`config.mk`:
```
export PLATFORM = sky130hd
export DESIGN_NAME = axi_sram_slave
export DESIGN_NICKNAME = d
export VERILOG_FILES = /design/src/rtl/axi_sram_slave.sv
export SDC_FILE = /design/constraint.sdc
export NUM_CORES = 1
export LEC_CHECK = 0
export CAP_MARGIN = 20
export CORE_MARGIN = 5
export CORE_UTILIZATION = 35
export CTS_BUF_LIST = sky130_fd_sc_hd__clkbuf_8
export CTS_CLUSTER_DIAMETER = 80
export DETAILED_ROUTE_END_ITERATION = 10
export HOLD_SLACK_MARGIN = 0.15
export PLACE_DENSITY = 0.69
export SLEW_MARGIN = 20
export SYNTH_ARGS = -nofsm -noshare
export SYNTH_HDL_FRONTEND = slang
export SYNTH_SLANG_ARGS = --single-unit
```
`constraint.sdc`:
```
create_clock -name clk -period 6 [get_ports clk]
set_input_delay 1.2 -clock clk [delete_from_list [all_inputs] [get_ports clk]]
set_output_delay 1.2 -clock clk [all_outputs]
set_load 0.005 [all_outputs]
```
`src/rtl/axi_sram_slave.sv`:
```
// axi_sram_slave
//   AXI3 responder that serves one transaction at a time and turns each burst
//   into word accesses on a synchronous single-port SRAM (1-cycle read latency).
//   Supports INCR, FIXED and WRAP bursts (burst type 11 behaves as INCR), byte
//   strobes, and round-robin arbitration between simultaneous AR and AW requests.
//
// Ports
//   clk, reset              clock, synchronous active-high reset
//   ar*/arvalid/arready     read address channel (lock/cache/prot ignored)
//   r*/rvalid/rready        read data channel, rresp always OKAY
//   aw*/awvalid/awready     write address channel (lock/cache/prot ignored)
//   w*/wvalid/wready        write data channel (wid ignored)
//   b*/bvalid/bready        write response, SLVERR when wlast disagreed with len
//   ram_en/ram_we/ram_addr/ram_wdata/ram_rdata   SRAM port; ram_we == 0 is a read
//
// Address bits above MEM_AW+1 are dropped, so the SRAM aliases across the
// whole 32-bit space.
module axi_sram_slave #(
    parameter int MEM_AW = 14
) (
    input  logic              clk,
    input  logic              reset,
    // read address
    input  logic [3:0]        arid,
    input  logic [31:0]       araddr,
    input  logic [7:0]        arlen,
    input  logic [2:0]        arsize,
    input  logic [1:0]        arburst,
    input  logic [1:0]        arlock,
    input  logic [3:0]        arcache,
    input  logic [2:0]        arprot,
    input  logic              arvalid,
    output logic              arready,
    // read data
    output logic [3:0]        rid,
    output logic [31:0]       rdata,
    output logic [1:0]        rresp,
    output logic              rlast,
    output logic              rvalid,
    input  logic              rready,
    // write address
    input  logic [3:0]        awid,
    input  logic [31:0]       awaddr,
    input  logic [7:0]        awlen,
    input  logic [2:0]        awsize,
    input  logic [1:0]        awburst,
    input  logic [1:0]        awlock,
    input  logic [3:0]        awcache,
    input  logic [2:0]        awprot,
    input  logic              awvalid,
    output logic              awready,
    // write data
    input  logic [3:0]        wid,
    input  logic [31:0]       wdata,
    input  logic [3:0]        wstrb,
    input  logic              wlast,
    input  logic              wvalid,
    output logic              wready,
    // write response
    output logic [3:0]        bid,
    output logic [1:0]        bresp,
    output logic              bvalid,
    input  logic              bready,
    // SRAM
    output logic              ram_en,
    output logic [3:0]        ram_we,
    output logic [MEM_AW-1:0] ram_addr,
    output logic [31:0]       ram_wdata,
    input  logic [31:0]       ram_rdata
);

    typedef enum logic [2:0] {
        IDLE    = 3'd0,
        RD_REQ  = 3'd1,
        RD_RESP = 3'd2,
        WR_DATA = 3'd3,
        WR_RESP = 3'd4
    } state_t;

    state_t      state;
    logic        last_rd;     // last grant went to a read; breaks AR/AW ties
    logic        err;         // sticky wlast mismatch for the current write
    logic        rd_first;    // first cycle of RD_RESP: SRAM output is live
    logic [31:0] rdata_q;     // holds read data while the master stalls
    logic [3:0]  cur_id;
    logic [31:0] cur_addr;
    logic [7:0]  cur_len;
    logic [2:0]  cur_size;
    logic [1:0]  cur_burst;
    logic [7:0]  beat;

    logic        rd_grant;
    logic        wr_grant;
    logic        w_fire;
    logic        last_beat;
    logic [31:0] next_addr;

    logic        unused_ok;
    assign unused_ok = ^{arlock, arcache, arprot, awlock, awcache, awprot, wid};

    // Next beat address. The WRAP mask is the burst footprint minus one, so the
    // low bits step through the container while the high bits stay put.
    function automatic logic [31:0] adv_addr(input logic [31:0] a,
                                             input logic [7:0]  len,
                                             input logic [2:0]  size,
                                             input logic [1:0]  burst);
        logic [31:0] sz;
        logic [31:0] mask;
        sz   = 32'd1 << size;
        mask = (({24'd0, len} + 32'd1) * sz) - 32'd1;
        case (burst)
            2'b00:   adv_addr = a;
            2'b10:   adv_addr = (a & ~mask) | ((a + sz) & mask);
            default: adv_addr = a + sz;
        endcase
    endfunction

    // Tie goes to the opposite of the previous grant.
    assign rd_grant  = arvalid && (!awvalid || !last_rd);
    assign wr_grant  = awvalid && (!arvalid ||  last_rd);

    assign last_beat = (beat == cur_len);
    assign next_addr = adv_addr(cur_addr, cur_len, cur_size, cur_burst);

    assign arready   = (state == IDLE) && rd_grant;
    assign awready   = (state == IDLE) && wr_grant;

    assign rvalid    = (state == RD_RESP);
    assign rid       = cur_id;
    assign rresp     = 2'b00;
    assign rlast     = rvalid && last_beat;
    assign rdata     = rd_first ? ram_rdata : rdata_q;

    assign wready    = (state == WR_DATA);
    assign w_fire    = wready && wvalid;

    assign bvalid    = (state == WR_RESP);
    assign bid       = cur_id;
    assign bresp     = (bvalid && err) ? 2'b10 : 2'b00;

    // Writes go straight through in the W handshake cycle.
    assign ram_en    = (state == RD_REQ) || w_fire;
    assign ram_we    = w_fire ? wstrb : 4'h0;
    assign ram_wdata = w_fire ? wdata : 32'h0;
    assign ram_addr  = cur_addr[MEM_AW+1:2];

    always_ff @(posedge clk) begin
        if (reset) begin
            state     <= IDLE;
            last_rd   <= 1'b0;
            err       <= 1'b0;
            rd_first  <= 1'b0;
            rdata_q   <= 32'h0;
            cur_id    <= 4'h0;
            cur_addr  <= 32'h0;
            cur_len   <= 8'h0;
            cur_size  <= 3'h0;
            cur_burst <= 2'h0;
            beat      <= 8'h0;
        end else begin
            rd_first <= 1'b0;
            if (rd_first)
                rdata_q <= ram_rdata;

            case (state)
                IDLE: begin
                    if (rd_grant) begin
                        cur_id    <= arid;
                        cur_addr  <= araddr;
                        cur_len   <= arlen;
                        cur_size  <= arsize;
                        cur_burst <= arburst;
                        beat      <= 8'h0;
                        last_rd   <= 1'b1;
                        state     <= RD_REQ;
                    end else if (wr_grant) begin
                        cur_id    <= awid;
                        cur_addr  <= awaddr;
                        cur_len   <= awlen;
                        cur_size  <= awsize;
                        cur_burst <= awburst;
                        beat      <= 8'h0;
                        last_rd   <= 1'b0;
                        state     <= WR_DATA;
                    end
                end
                RD_REQ: begin
                    rd_first <= 1'b1;
                    state    <= RD_RESP;
                end
                RD_RESP: begin
                    if (rready) begin
                        if (last_beat) begin
                            state <= IDLE;
                        end else begin
                            beat     <= beat + 8'd1;
                            cur_addr <= next_addr;
                            state    <= RD_REQ;
                        end
                    end
                end
                WR_DATA: begin
                    if (wvalid) begin
                        if (wlast != last_beat)
                            err <= 1'b1;
                        // beat count, not wlast, ends the burst
                        if (last_beat) begin
                            state <= WR_RESP;
                        end else begin
                            beat     <= beat + 8'd1;
                            cur_addr <= next_addr;
                        end
                    end
                end
                WR_RESP: begin
                    if (bready) begin
                        err   <= 1'b0;
                        state <= IDLE;
                    end
                end
                default: state <= IDLE;
            endcase
        end
    end

endmodule

```
==> summary by stage <==
Finish
The fill cell instance count of the final layout is 2,124. Compared with the post-synthesis result, the final layout area differs by 39.3%. The number of cells in the finished layout apart from fillers is 1,473.

Leaving out fill and tap cells, the most frequent cells in the layout are 237 x sky130_fd_sc_hd__clkdlybuf4s50_1, 129 x sky130_fd_sc_hd__nand2_1, 83 x sky130_fd_sc_hd__nor2_1, 78 x sky130_fd_sc_hd__inv_1, 75 x sky130_fd_sc_hd__dfxtp_1. After the last flow step, the layout net total stands at 1,484. The library cell used most frequently in the layout, excluding fill and tap cells, is sky130_fd_sc_hd__clkdlybuf4s50_1. The fraction of final layout cells sized beyond drive strength 1 is 11.4%.

Power and ir drop
The clock network burns 10.7% of the power. IR analysis of the VDD net gives a maximum drop of 0.344 mV. In this run, the combinational gates consume 72.9% of the power. Net switching is 47.2% of the power.

The internal power contribution is 2420 uW. The reported leakage power is 0.00468 uW. The total power per unit cell area is 428 nW/um2. The net switching power is 2160 uW. The design draws 4580 uW. The part of the power in registers is 16.4%.

Critical path
The slowest cell on the critical path is sky130_fd_sc_hd__fa_1. The signal on the critical path passes through ha_2 -> xor2_1 -> buf_4 -> nand2_1 -> fa_1 -> inv_1 -> fa_1 -> inv_1 -> fa_1 -> inv_1 -> fa_1 -> inv_1 -> fa_1 -> inv_1 -> ha_2 -> nand3_1 -> a211oi_1 -> buf_4 -> o311a_1 -> buf_4 -> nor3_4 -> xnor2_1 -> o21ai_0 -> o221a_2. Counting both buffers and inverters, the worst setup path holds a total of 8. The type of the worst setup path is flip-flop to flip-flop. The peak per-stage delay on the critical path is 0.55 ns.

The worst setup path is launched from a flip-flop. The data required time at the worst endpoint is 6.29 ns. The cell family contributing the most delay on the critical path is adder cells. Of all nets on the critical path, the largest fanout is 5. STA classifies the critical path endpoint as a flip-flop.

For the worst setup path, the data arrival time is 6.02 ns.

STA
The number of endpoints with negative hold slack in the final report is 0. The worst slew margin relative to its limit is 31.8%. The pin slew with the least headroom to its limit is 1.02 ns. For the final database, setup skew stands at 0.0143 ns. Setup violations remaining at the end of the flow were counted as 0. The final period demand of the worst path is 5.73 ns. The share of the clock period used by the worst path after layout is 95.6%. Static timing analysis puts the maximum clock frequency at 174 MHz.

For the final routed database, the setup TNS stands at 0 ns. The count of pins over their slew limit is 0.

Global route
Entering global routing, the biggest net connects 51 pins. The total congestion overflow after global routing is 0. The number of antenna violations at the first check in global routing is 3.

The met3 track demand over resource is 6.07%. Global routing used 19.9% of the available tracks. The number of global-route vias before repair was 7,398. The routing layer with the top usage in global route is met2.

In the global route stage, met1 resource usage came out at 22.7%. Global routing consumed, on the met2 layer, 33.8% of the routing resources. The global-route wire length before repair is 39,000 um.

Clock tree
After clock tree synthesis, the clock-pin slew on the worst setup and hold paths is 0.10 ns. TritonCTS created 9 clock buffers. The cell sitting at the root of the clock tree is a sky130_fd_sc_hd__clkbuf_8. Counting every sink on the clock net gives 79.

The maximum level of the CTS H-tree is 3. The clock passes through at most 2 buffers. The clock tree from TritonCTS is built. The number of setup buffers added after CTS is 0. The clock reaches the later pin of the worst-skew pair after 0.39 ns.

Logic synthesis
The synthesized netlist occupies a cell area of 7690 um2. The primary flip-flop cell chosen by synthesis mapping is sky130_fd_sc_hd__dfxtp_1. The compound-gate portion of the synthesized area is 13.9%.

The number of register bits inferred by synthesis is 79. The biggest area consumer among synthesized cells is sky130_fd_sc_hd__dfxtp_1. The share of flip-flops with an asynchronous set or reset is 0%. The area fraction of the dominant cell type after synthesis is 20.6%. Averaged over all synthesized cells, the footprint is 8.09 um2.

The multiplexer fraction of the synthesized cell area is 5.50%. The sequential-to-total area share from yosys stat is 20.6%. The number of cells produced by synthesis is 950. After synthesis, the largest family of logic cells by area is simple AND/OR/NAND/NOR gates. The area share of fa/ha/maj cells after synthesis is 21.4%. The synthesized design contains 0 enable-type register cells. The warning count from the yosys run is 0. After Yosys synthesis, XOR and XNOR cells account for 4.79% of the synthesized area. The count of different cell masters after synthesis is 75.

Sorting the synthesized cells by area gives the leading types as sky130_fd_sc_hd__dfxtp_1 21%, sky130_fd_sc_hd__fa_1 12%, sky130_fd_sc_hd__ha_1 9.1%. The simple-gate share of the synthesized area is 24.7%.

Run status
The flow ran to the end, and the final reports show no timing, DRC or antenna violations.

Placed design
The wire-length estimate of the detail-placed layout is 20,500 um. During placement, the flow inserted port buffers numbering 239. The congestion estimate from routability-driven global placement came to 0.903. The number of cells after detailed placement is 1,454.

Drt
The post-detailed-route via-to-cell ratio is 5.09. The post-detailed-route DRC marker count is 0. For this block, the via count after detailed routing is 7,500. The total wire length after detailed routing is 25,400 um. After detailed routing, the average wire length per cell comes to 17.2 um. The antenna violation net count after detailed routing is 0.

The first-pass iteration count of the detailed router is 5. The DRC violation total after the first TritonRoute iteration is 358.

Die
The number of primary I/O pins is 297. Measured along the x axis, the die boundary spans 158 um. The initial utilization of the core area, before any placement, comes to 35.3%. Measured along the y axis, the die boundary spans 158 um. The floorplan step defined a core boundary enclosing 21,800 um2.

The die covers 25,000 um2. The initialized floorplan defines 54 standard-cell rows.

Worst hold path
The class of the tightest hold or removal check is flip-flop to flip-flop.

Job
The count of max-cap constraint violations is 0.
==> worst register-to-register path, delay by kind of cell, from the launching register on <==
family / cells / cell delay [ns]
xor+xnor: 2 / 0.29
fa+ha+maj: 7 / 3.09
simple gates: 3 / 0.39
flops: 1 / 0.37
compound gates: 4 / 0.80
buf+inv: 8 / 0.72
==> cell families after synthesis <==
logic type      after synthesis
compound gates              150
xor+xnor                     42
fa+ha+maj                   103
buf+inv                     148
flops                        79
mux                          38
other cells                   1
simple gates                389
==> what timing repair did <==
item	CTS	global route
setup endpoints to repair	0	4
hold buffers	0	0
resized for setup	0	13
==> cell usage after synthesis, drive strengths merged, types with 14 or more instances <==
| cell type | number |
|---|---|
| nor3 | 32 |
| dfxtp | 79 |
| and3 | 44 |
| a21oi | 41 |
| xnor2 | 24 |
| fa | 47 |
| nor2 | 86 |
| a311oi | 19 |
| xor2 | 18 |
| nand2 | 129 |
| a211oi | 14 |
| nor2b | 37 |
| ha | 56 |
| buf | 34 |
| inv | 78 |
| o21ai | 20 |
| clkbuf | 35 |
| nand3 | 20 |
| mux2 | 34 |
==> metal layers <==
metal / routed length (um) / share of wire (%)
met5: 0 / 0
met1: 9830 / 39
met4: 986 / 3.9
met2: 12700 / 50
met3: 1820 / 7.2
==> metrics by stage <==
stage | utilization [%] | hold WS [ns] | instance area, um2 | setup WS (ns)
floorplan | - | 0.466 | 7690 | 0.294
global placement | 47.9 | 0.482 | 10400 | 0.135
detailed placement | 47.9 | 0.482 | 10400 | 0.119
CTS | 49.0 | 0.496 | 10700 | 0.0835
global route | 49.2 | 0.535 | 10700 | -0.00611
finish | 49.2 | 0.494 | 10700 | 0.266
==> layout make-up <==
| class | count | area [um2] | area share [%] |
|---|---|---|---|
| inverters | 78 | 293 | 2.73 |
| well taps | 280 | 350 | 3.27 |
| flip-flops and latches | 79 | 1590 | 14.8 |
| clock inverters | 7 | 109 | 1.02 |
| repair buffers | 292 | 2780 | 26.0 |
| multi-input cells | 725 | 5460 | 51.0 |
| clock buffers | 9 | 124 | 1.16 |
| diodes | 3 | 7.51 | 0.0701 |
==> power by group through the flow <==
stage / combinational, uW / sequential [uW] / clock, uW
floorplan: 2210 / 715 / 0
global placement: 3240 / 757 / 0
detailed placement: 3290 / 761 / 0
CTS: 3310 / 748 / 502
global route: 3720 / 768 / 522
finish: 3340 / 751 / 489
==> path summary, 6_finish.rpt <==
check	from	endpoint	slack (ns)	cells after the start
max	cur_len[0]	flip-flop	0.27	24
min	flip-flop	flip-flop	0.49	2
min reg2reg	flip-flop	flip-flop	0.49	2
max reg2reg	cur_len[0]	flip-flop	0.27	24
Power figures use the tool's default switching activity.
